--- config.mk ---
export PLATFORM = sky130hd
export DESIGN_NAME = rng_roll_scheduler
export DESIGN_NICKNAME = d
export VERILOG_FILES = /design/src/rtl/rng_roll_scheduler.sv
export SDC_FILE = /design/constraint.sdc
export NUM_CORES = 1
export LEC_CHECK = 0
export CAP_MARGIN = 10
export CELL_PAD_IN_SITES_DETAIL_PLACEMENT = 1
export CELL_PAD_IN_SITES_GLOBAL_PLACEMENT = 2
export CORE_MARGIN = 4
export CORE_UTILIZATION = 25
export DETAILED_ROUTE_END_ITERATION = 10
export GPL_ROUTABILITY_DRIVEN = 0
export HOLD_SLACK_MARGIN = 0.05
export PLACE_DENSITY_LB_ADDON = 0.1
export SYNTH_ARGS = -nofsm -noshare
export SYNTH_HDL_FRONTEND = slang
export SYNTH_SLANG_ARGS = --single-unit
--- constraint.sdc ---
create_clock -name i_clk -period 4.1 [get_ports i_clk]
set_input_delay 0.82 -clock i_clk [delete_from_list [all_inputs] [get_ports i_clk]]
set_output_delay 0.82 -clock i_clk [all_outputs]
set_load 0.03 [all_outputs]
--- src/rtl/rng_roll_scheduler.sv ---
// Random-roll sequencer: decelerating sample strobes into a free-running random source, freeze, done pulse.
// Optional: define RNG_RETRIGGER_EN to let a start edge during a roll restart the schedule.
module rng_roll_scheduler #(
  parameter int unsigned TICK_DIV  = 5000000,
  parameter int unsigned NUM_STEPS = 16,
  parameter int unsigned RAND_W    = 4
) (
  input  logic              i_clk,
  input  logic              i_rst,
  input  logic              i_start,
  input  logic              i_stop,
  input  logic [RAND_W-1:0] i_rand,
  output logic              o_sample,
  output logic [RAND_W-1:0] o_value,
  output logic              o_busy,
  output logic              o_done
);

  localparam int unsigned STEP_W = (NUM_STEPS > 1) ? $clog2(NUM_STEPS) : 1;
  localparam logic [STEP_W-1:0] LAST_STEP = STEP_W'(NUM_STEPS - 1);

  typedef enum logic [1:0] {IDLE, ROLL, DONE} state_t;

  state_t            state, state_nxt;
  logic [STEP_W-1:0] step, step_nxt;
  logic [31:0]       cnt, cnt_nxt;
  logic              start_d, stop_d;
  logic              start_edge, stop_edge;
  logic              terminal;
  logic              sample_nxt, value_load;

  // Last count value of step k: TICK_DIV * m(k) - 1, with m slowing the roll toward the end.
  function automatic logic [31:0] interval_last(input logic [STEP_W-1:0] k);
    logic [31:0] kk;
    logic [31:0] m;
    kk = 32'(k);
    if (kk <= 32'd9)       m = 32'd1;
    else if (kk <= 32'd12) m = 32'd2;
    else if (kk <= 32'd14) m = 32'd4;
    else                   m = 32'd10;
    return 32'(TICK_DIV) * m - 32'd1;
  endfunction

  assign start_edge = i_start & ~start_d;
  assign stop_edge  = i_stop  & ~stop_d;
  assign terminal   = (cnt == interval_last(step));

  always_comb begin
    // NOTE: every output of this block gets a default first so no path leaves it unassigned (no latch).
    state_nxt  = state;
    step_nxt   = step;
    cnt_nxt    = cnt;
    sample_nxt = 1'b0;
    value_load = 1'b0;
    case (state)
      IDLE: begin
        if (start_edge) begin
          state_nxt = ROLL;
          step_nxt  = '0;
          cnt_nxt   = '0;
        end
      end
      ROLL: begin
        cnt_nxt = cnt + 32'd1;
        if (terminal) begin
          sample_nxt = 1'b1;
          value_load = 1'b1;
          cnt_nxt    = '0;
          if (step == LAST_STEP) state_nxt = DONE;
          else                   step_nxt  = step + 1'b1;
        end
        // Early stop jumps to the final (longest) interval; during the final step it has no effect.
        if (stop_edge && (step != LAST_STEP)) begin
          step_nxt = LAST_STEP;
          cnt_nxt  = '0;
        end
`ifdef RNG_RETRIGGER_EN
        if (start_edge) begin
          state_nxt = ROLL;
          step_nxt  = '0;
          cnt_nxt   = '0;
        end
`endif
      end
      DONE:    state_nxt = IDLE;
      default: state_nxt = IDLE;
    endcase
  end

  // NOTE: state registers use non-blocking assignments so every flop samples pre-edge values.
  always_ff @(posedge i_clk or posedge i_rst) begin
    if (i_rst) begin
      state    <= IDLE;
      step     <= '0;
      cnt      <= '0;
      start_d  <= 1'b0;
      stop_d   <= 1'b0;
      o_sample <= 1'b0;
      o_value  <= '0;
      o_busy   <= 1'b0;
      o_done   <= 1'b0;
    end else begin
      state    <= state_nxt;
      step     <= step_nxt;
      cnt      <= cnt_nxt;
      start_d  <= i_start;
      stop_d   <= i_stop;
      o_sample <= sample_nxt;
      o_busy   <= (state_nxt != IDLE);
      o_done   <= (state == DONE);
      if (value_load) o_value <= i_rand;
    end
  end

endmodule
==> results of run 1 <==
[cell usage in the layout (no fill, tap or decap), types with 3 or more instances in the layout]
cell type,Yosys,layout
mux2i_1,3,3
nand2b_1,3,3
ha_1,23,22
xor2_1,21,21
nor2b_1,3,3
xnor2_1,17,17
nor2_1,48,48
a21oi_1,4,4
nor4_1,3,3
clkbuf_16,0,5
nor3_1,6,6
and3_1,6,6
nand2_1,20,20
o21ai_0,8,8
or4_1,7,7
mux2_2,4,4
nand4_1,12,12
inv_1,12,11
a31oi_1,3,3
clkdlybuf4s50_1,0,14
buf_4,2,10
and4_1,4,4
dfrtp_1,47,46
nand3_1,18,18
conb_1,1,8
[metal layers]
layer  track usage  vias to the layer above  wire length [um]
met1         0.182                     1189              4320
met4        0.0403                        0               150
met3        0.0202                        7               125
met2         0.195                       18              3610
li1              -                     1175                 -
met5             0                        -                 0
[registers in the layout, indices dropped and copies added, names as in the netlist]
signal    flops
cnt          32
o_busy        1
o_done        1
o_sample      1
o_value       4
start_d       1
state         2
step          4
stop_d        1
[worst register-to-register path: stages, from the launching register on]
cell	delay (ps)
dfrtp_2	440
inv_1	120
ha_2	200
nand3b_2	130
nor2_1	60
ha_1	330
ha_1	310
ha_1	290
ha_1	300
xor2_1	160
nor4_1	270
nand4_1	130
nor2_1	110
nand4_1	110
buf_4	190
or4_1	470
o221a_2	140
[power groups by stage]
stage	registers (uW)	logic, uW	clock network (uW)
after floorplan	530	712	0
after global routing	550	1070	524
after global placement	549	923	0
after CTS	541	926	500
after detailed placement	550	920	0
final	541	912	482
[timing repair]
action | CTS | global route
endpoints found under the setup margin | 0 | 39
setup buffers | 0 | 1
hold endpoints to repair | 0 | 0
resized for setup | 0 | 3
[layout make-up]
class                      count  area [sq um]
fill                        1344          8040
multi-input combinational    256          1780
sequential                    47          1180
timing repair buffer          24           215
tap                          143           179
clock buffer                   6           139
inverter                      12          45.0
clock inverter                 2          35.0
[per-stage QoR]
step / setup TNS [ps] / worst slack, ps / cells / cell area (sq um) / hold slack, ps
floorplan: 0 / 373 / 324 / 3040 / 477
global placement: 0 / 87.5 / 481 / 3380 / 496
detailed placement: 0 / 41.2 / 481 / 3380 / 500
CTS: 0 / 21.5 / 489 / 3550 / 521
global route: -9.39 / -5.84 / 490 / 3570 / 533
finish: 0 / 236 / 490 / 3570 / 516
[final timing paths]
path,start,slack [ps],end,depth (start not counted)
max in group asynchronous,i_rst,2410,step[0],3
worst min-delay path,o_value[1],520,o_value[1],1
min in group asynchronous,i_rst,940,cnt[7],2
worst min register to register,o_value[1],520,o_value[1],1
worst max-delay path,step[0],240,step[1],16
worst max register to register,step[0],240,step[1],16
[logic make-up after synthesis]
family | Yosys count | synth area share
AND/OR/NAND/NOR | 142 | 0.241
flip-flops | 47 | 0.390
XOR/XNOR | 38 | 0.110
AO/OA/AOI/OAI | 36 | 0.0954
adder cells (fa/ha/maj) | 24 | 0.102
buffers and inverters | 21 | 0.0319
multiplexers | 8 | 0.0286
other | 1 | 0.00124
==> results.cfg, run 1 <==
[cts]
holdBufCountCts = 0
htree_num_levels = 2
numClockSinks = 47
clock_latency_ps = 290
cts_buffers = 5
root_buffer = clkbuf_16
clk_pin_slew_ps = 70
clock_path_buffers = 2
cts_tree = done

[placed_design]
place_hpwl_um = 6240
port_buffers = 14

[grt]
grt_max_degree = 30
grt_use_total = 0.127
grt_pass1_vias = 2615
gr-total-overflow = 0
grt_pass1_wl_um = 14200
antenna_found_initial = 0

[worst_setup_path]
cp_cell_sequence = inv_1 -> ha_2 -> nand3b_2 -> nor2_1 -> ha_1 -> ha_1 -> ha_1 -> ha_1 -> xor2_1 -> nor4_1 -> nand4_1 -> nor2_1 -> nand4_1 -> buf_4 -> or4_1 -> o221a_2
cp_top_family = adder cells
start_kind = flip-flop
crit_required_ps = 4280
crit_arrival_ps = 4040
cp_common_cell = ha_1
path_class = reg -> reg
critPathMaxFanout = 7
slowest_stage = or4_1
slowest_delay_ps = 470
end_kind = flip-flop
critPathBufInv = 2

[synth]
async_flop_share = 1.00
yosysMostFrequentCell = nor2_1
synth_area_leaders = dfrtp_1, ha_1, xor2_1, nor2_1, xnor2_1
synth_edf_count = 0
syn_area_per_cell_sq_um = 9.52
synth_commonest_cells = nor2_1, dfrtp_1, ha_1
ys_seq_area_frac = 0.390
synth_top_cell_by_area = dfrtp_1
yosys_warnings = 0
syn_inst = 317
synth_area_sq_mm = 0.00302
ys_ff_latch = 47
synth_ff_type = dfrtp_1
ys_types = 55
synth.top_cell.area_share = 0.390

[floorplan]
core_area_sq_mm = 0.0116
die-area_sq_mm = 0.0139
num_io_pins = 15
initial_core_util = 0.260
die_h_um = 118
fp-row-count = 39
die_x_um = 118

[sta]
setup_viol = 0
fin_skew_ps = 8.77
max_slew.worst_pin.slew_ps = 768
post-route-min-period_ps = 3860
final_max_slew_viol_count = 0
maxSlewHeadroom = 0.486
finalHoldViolations = 0
fmax_mhz = 259
fin_crit_sh = 0.942

[run_status]
status = finished, final reports clean

[power]
p_int_uw = 1200
p_sw_uw = 737
p_clk_frac = 0.249
ir_drop_uv = 157
finalPower_uw = 1930
sw_frac_of_total = 0.381
pwr-share-seq = 0.280
p_leak_uw = 0.00156
p_comb_frac = 0.471
power.density_mw_per_mm2 = 542

[hold_path]
min_path_type = reg -> reg

[final_layout]
syn2layout_area_growth_pct = 18.3
fin_util = 0.307
diodes = 0
nNetsFinal = 378
drive_gt1_frac = 0.101

[detailed_routing]
routedWlPerCell_um = 16.8
wirelength_um = 8210
ant_nets = 0
remaining_drc_errors = 0
num_vias = 2389
drt-pass1-iter-count = 4
drt_first_iter_violations = 138
viasPerCell = 4.88

[job]
cap_viol_max_count = 0
No activity file was read; power rests on OpenSTA's default activity.
==> run 2, diff against run 1 <==
CORE_MARGIN = 1   (was 4)
==> run 2 against run 1 <==
Net effect:
- via count barely moved
- maximum frequency is 0.60% higher
- worst setup slack gained 23 ps
- cell area is 0.46% higher
- sequential power barely moved
- first-iteration DRC count is 42% lower
- core utilization up 0.14 points
- wire length up 0.45%
- combinational power up 1%
- critical path depth unchanged
- cell count up 0.20%
- critical endpoint is now step[0]
- largest cell class unchanged
- largest power group unchanged
==> results.cfg, run 2 (same netlist as run 1, synthesis figures left out) <==
[run_status]
status = finished, final reports clean

[sta]
post-route-min-period_ps = 3840
setup_viol = 0
fin_crit_sh = 0.937
final_max_slew_viol_count = 0
fmax_mhz = 260
rsz0062_at_grt = no
maxSlewHeadroom = 0.430
finalHoldViolations = 0
fin_skew_ps = 8.95
max_slew.worst_pin.slew_ps = 853
layout_setup_ws_ps = 259

[floorplan]
initial_core_util = 0.260
die_x_um = 112
die-area_sq_mm = 0.0125
core_area_sq_mm = 0.0116
die_h_um = 112
num_io_pins = 15
fp-row-count = 39

[detailed_routing]
drt-pass1-iter-count = 4
num_vias = 2391
remaining_drc_errors = 0
viasPerCell = 4.87
wirelength_um = 8250
routedWlPerCell_um = 16.8
drt_first_iter_violations = 80
ant_nets = 0

[placed_design]
place_hpwl_um = 6180
placed_area_sq_mm = 0.00338
pre_cts_slack_ps = -0.291
port_buffers = 14

[worst_setup_path]
start_kind = flip-flop
crit_required_ps = 4280
path_class = reg -> reg
reg2regPathDepth = 16
critPathMaxFanout = 7
cp_cell_sequence = inv_2 -> ha_1 -> nand3b_2 -> nor2_1 -> ha_1 -> ha_1 -> ha_1 -> ha_1 -> xor2_1 -> nor4_1 -> nand4_1 -> nor2_1 -> nand4_1 -> buf_4 -> or4_1 -> o221a_2
cp_common_cell = ha_1
slowest_stage = or4_1
slowest_delay_ps = 470
reg2reg_from = step[0]
rrSetupSlack_ps = 260
crit_arrival_ps = 4020
worst_r2r_endpoint = step[0]
end_kind = flip-flop

[final_layout]
reg_top3 = cnt (32), o_value (4), step (4)
final_cell_mix = nor2_1, dfrtp_1, ha_1
nNetsFinal = 380
largest_register_ff_count = 32
layout_commonest_cell = nor2_1
final_area_sq_mm = 0.00359
syn2layout_area_growth_pct = 18.8
drive_gt1_frac = 0.103
diodes = 0
regMostFlops = cnt

[hold_path]
min_path_type = reg -> reg
hold_end = o_value[3]
worstHoldStart = o_value[3]
hold_depth = 1

[power]
power.density_mw_per_mm2 = 538
p_leak_uw = 0.00157
ir_drop_uv = 144

[grt]
grt_max_degree = 40
grt_use_total = 0.143
antenna_found_initial = 0
gr-total-overflow = 0
grt_pass1_vias = 2488
grt_pass1_wl_um = 13800

[cts]
htree_num_levels = 2
numClockSinks = 47
clk_pin_slew_ps = 60
root_buffer = clkbuf_16
cts_tree = done
clock_path_buffers = 2
cts_buffers = 5
clock_latency_ps = 290

[job]
cap_viol_max_count = 0
==> run 2: how the worst max path moves through the flow <==
stage | endpoint | cells after the start | slack (ps) | startpoint
detailed placement | o_value[3] | 16 | -0.3 | step[0]
global route | step[0] | 16 | 20 | step[0]
CTS | step[1] | 17 | 110 | step[0]
global placement | o_value[0] | 15 | 80 | step[0]
floorplan | step[3] | 16 | 370 | step[0]
finish | step[0] | 16 | 260 | step[0]
==> run 2: layer usage <==
layer,GRT usage,wire length (um),vias up
li1,-,-,1174
met1,0.211,4470,1185
met2,0.217,3520,24
met3,0.0218,169,8
met4,0.0378,93,0
met5,0,0,-
==> run 2: repair_timing <==
item	4_1_cts	5_1_grt
cloned	0	0
endpoints found under the setup margin	6	37
hold buffers	0	0
pin swaps	0	2
buffers inserted	1	3
gates resized for setup	0	4
==> run 2: worst max-delay path: cells and delay by family (launching register included) <==
family / cells / cell delay [ps]
AO/OA/AOI/OAI: 1 / 130
XOR/XNOR: 1 / 160
adder cells (fa/ha/maj): 5 / 1390
buffers and inverters: 2 / 290
flip-flops: 1 / 450
AND/OR/NAND/NOR: 7 / 1310
==> run 2: cell type report <==
type,count,area [sq um]
Timing Repair Buffer,26,243
Inverter,12,45.0
Sequential cell,47,1180
Tap cell,143,179
Multi-Input combinational cell,256,1780
Clock inverter,1,30.0
Fill cell,1340,8030
Clock buffer,6,129
==> run 2: report_power, final <==
part | total (uW) | switching, uW | leakage, uW | internal (uW)
sequential | 542 | 43.5 | 0.000618 | 498
clock | 466 | 181 | 0.0000769 | 285
combinational | 922 | 519 | 0.000870 | 403
total | 1930 | 744 | 0.00157 | 1190
==> run 2: metrics by stage <==
stage	total power (uW)	instances	hold slack (ps)	TNS [ps]	util
after floorplan	1240	324	477	0	-
final	1930	491	518	0	0.309
after CTS	1950	488	523	0	0.306
after detailed placement	1480	480	503	-0.291	0.291
after global routing	2110	491	542	0	0.309
after global placement	1480	480	494	0	0.291
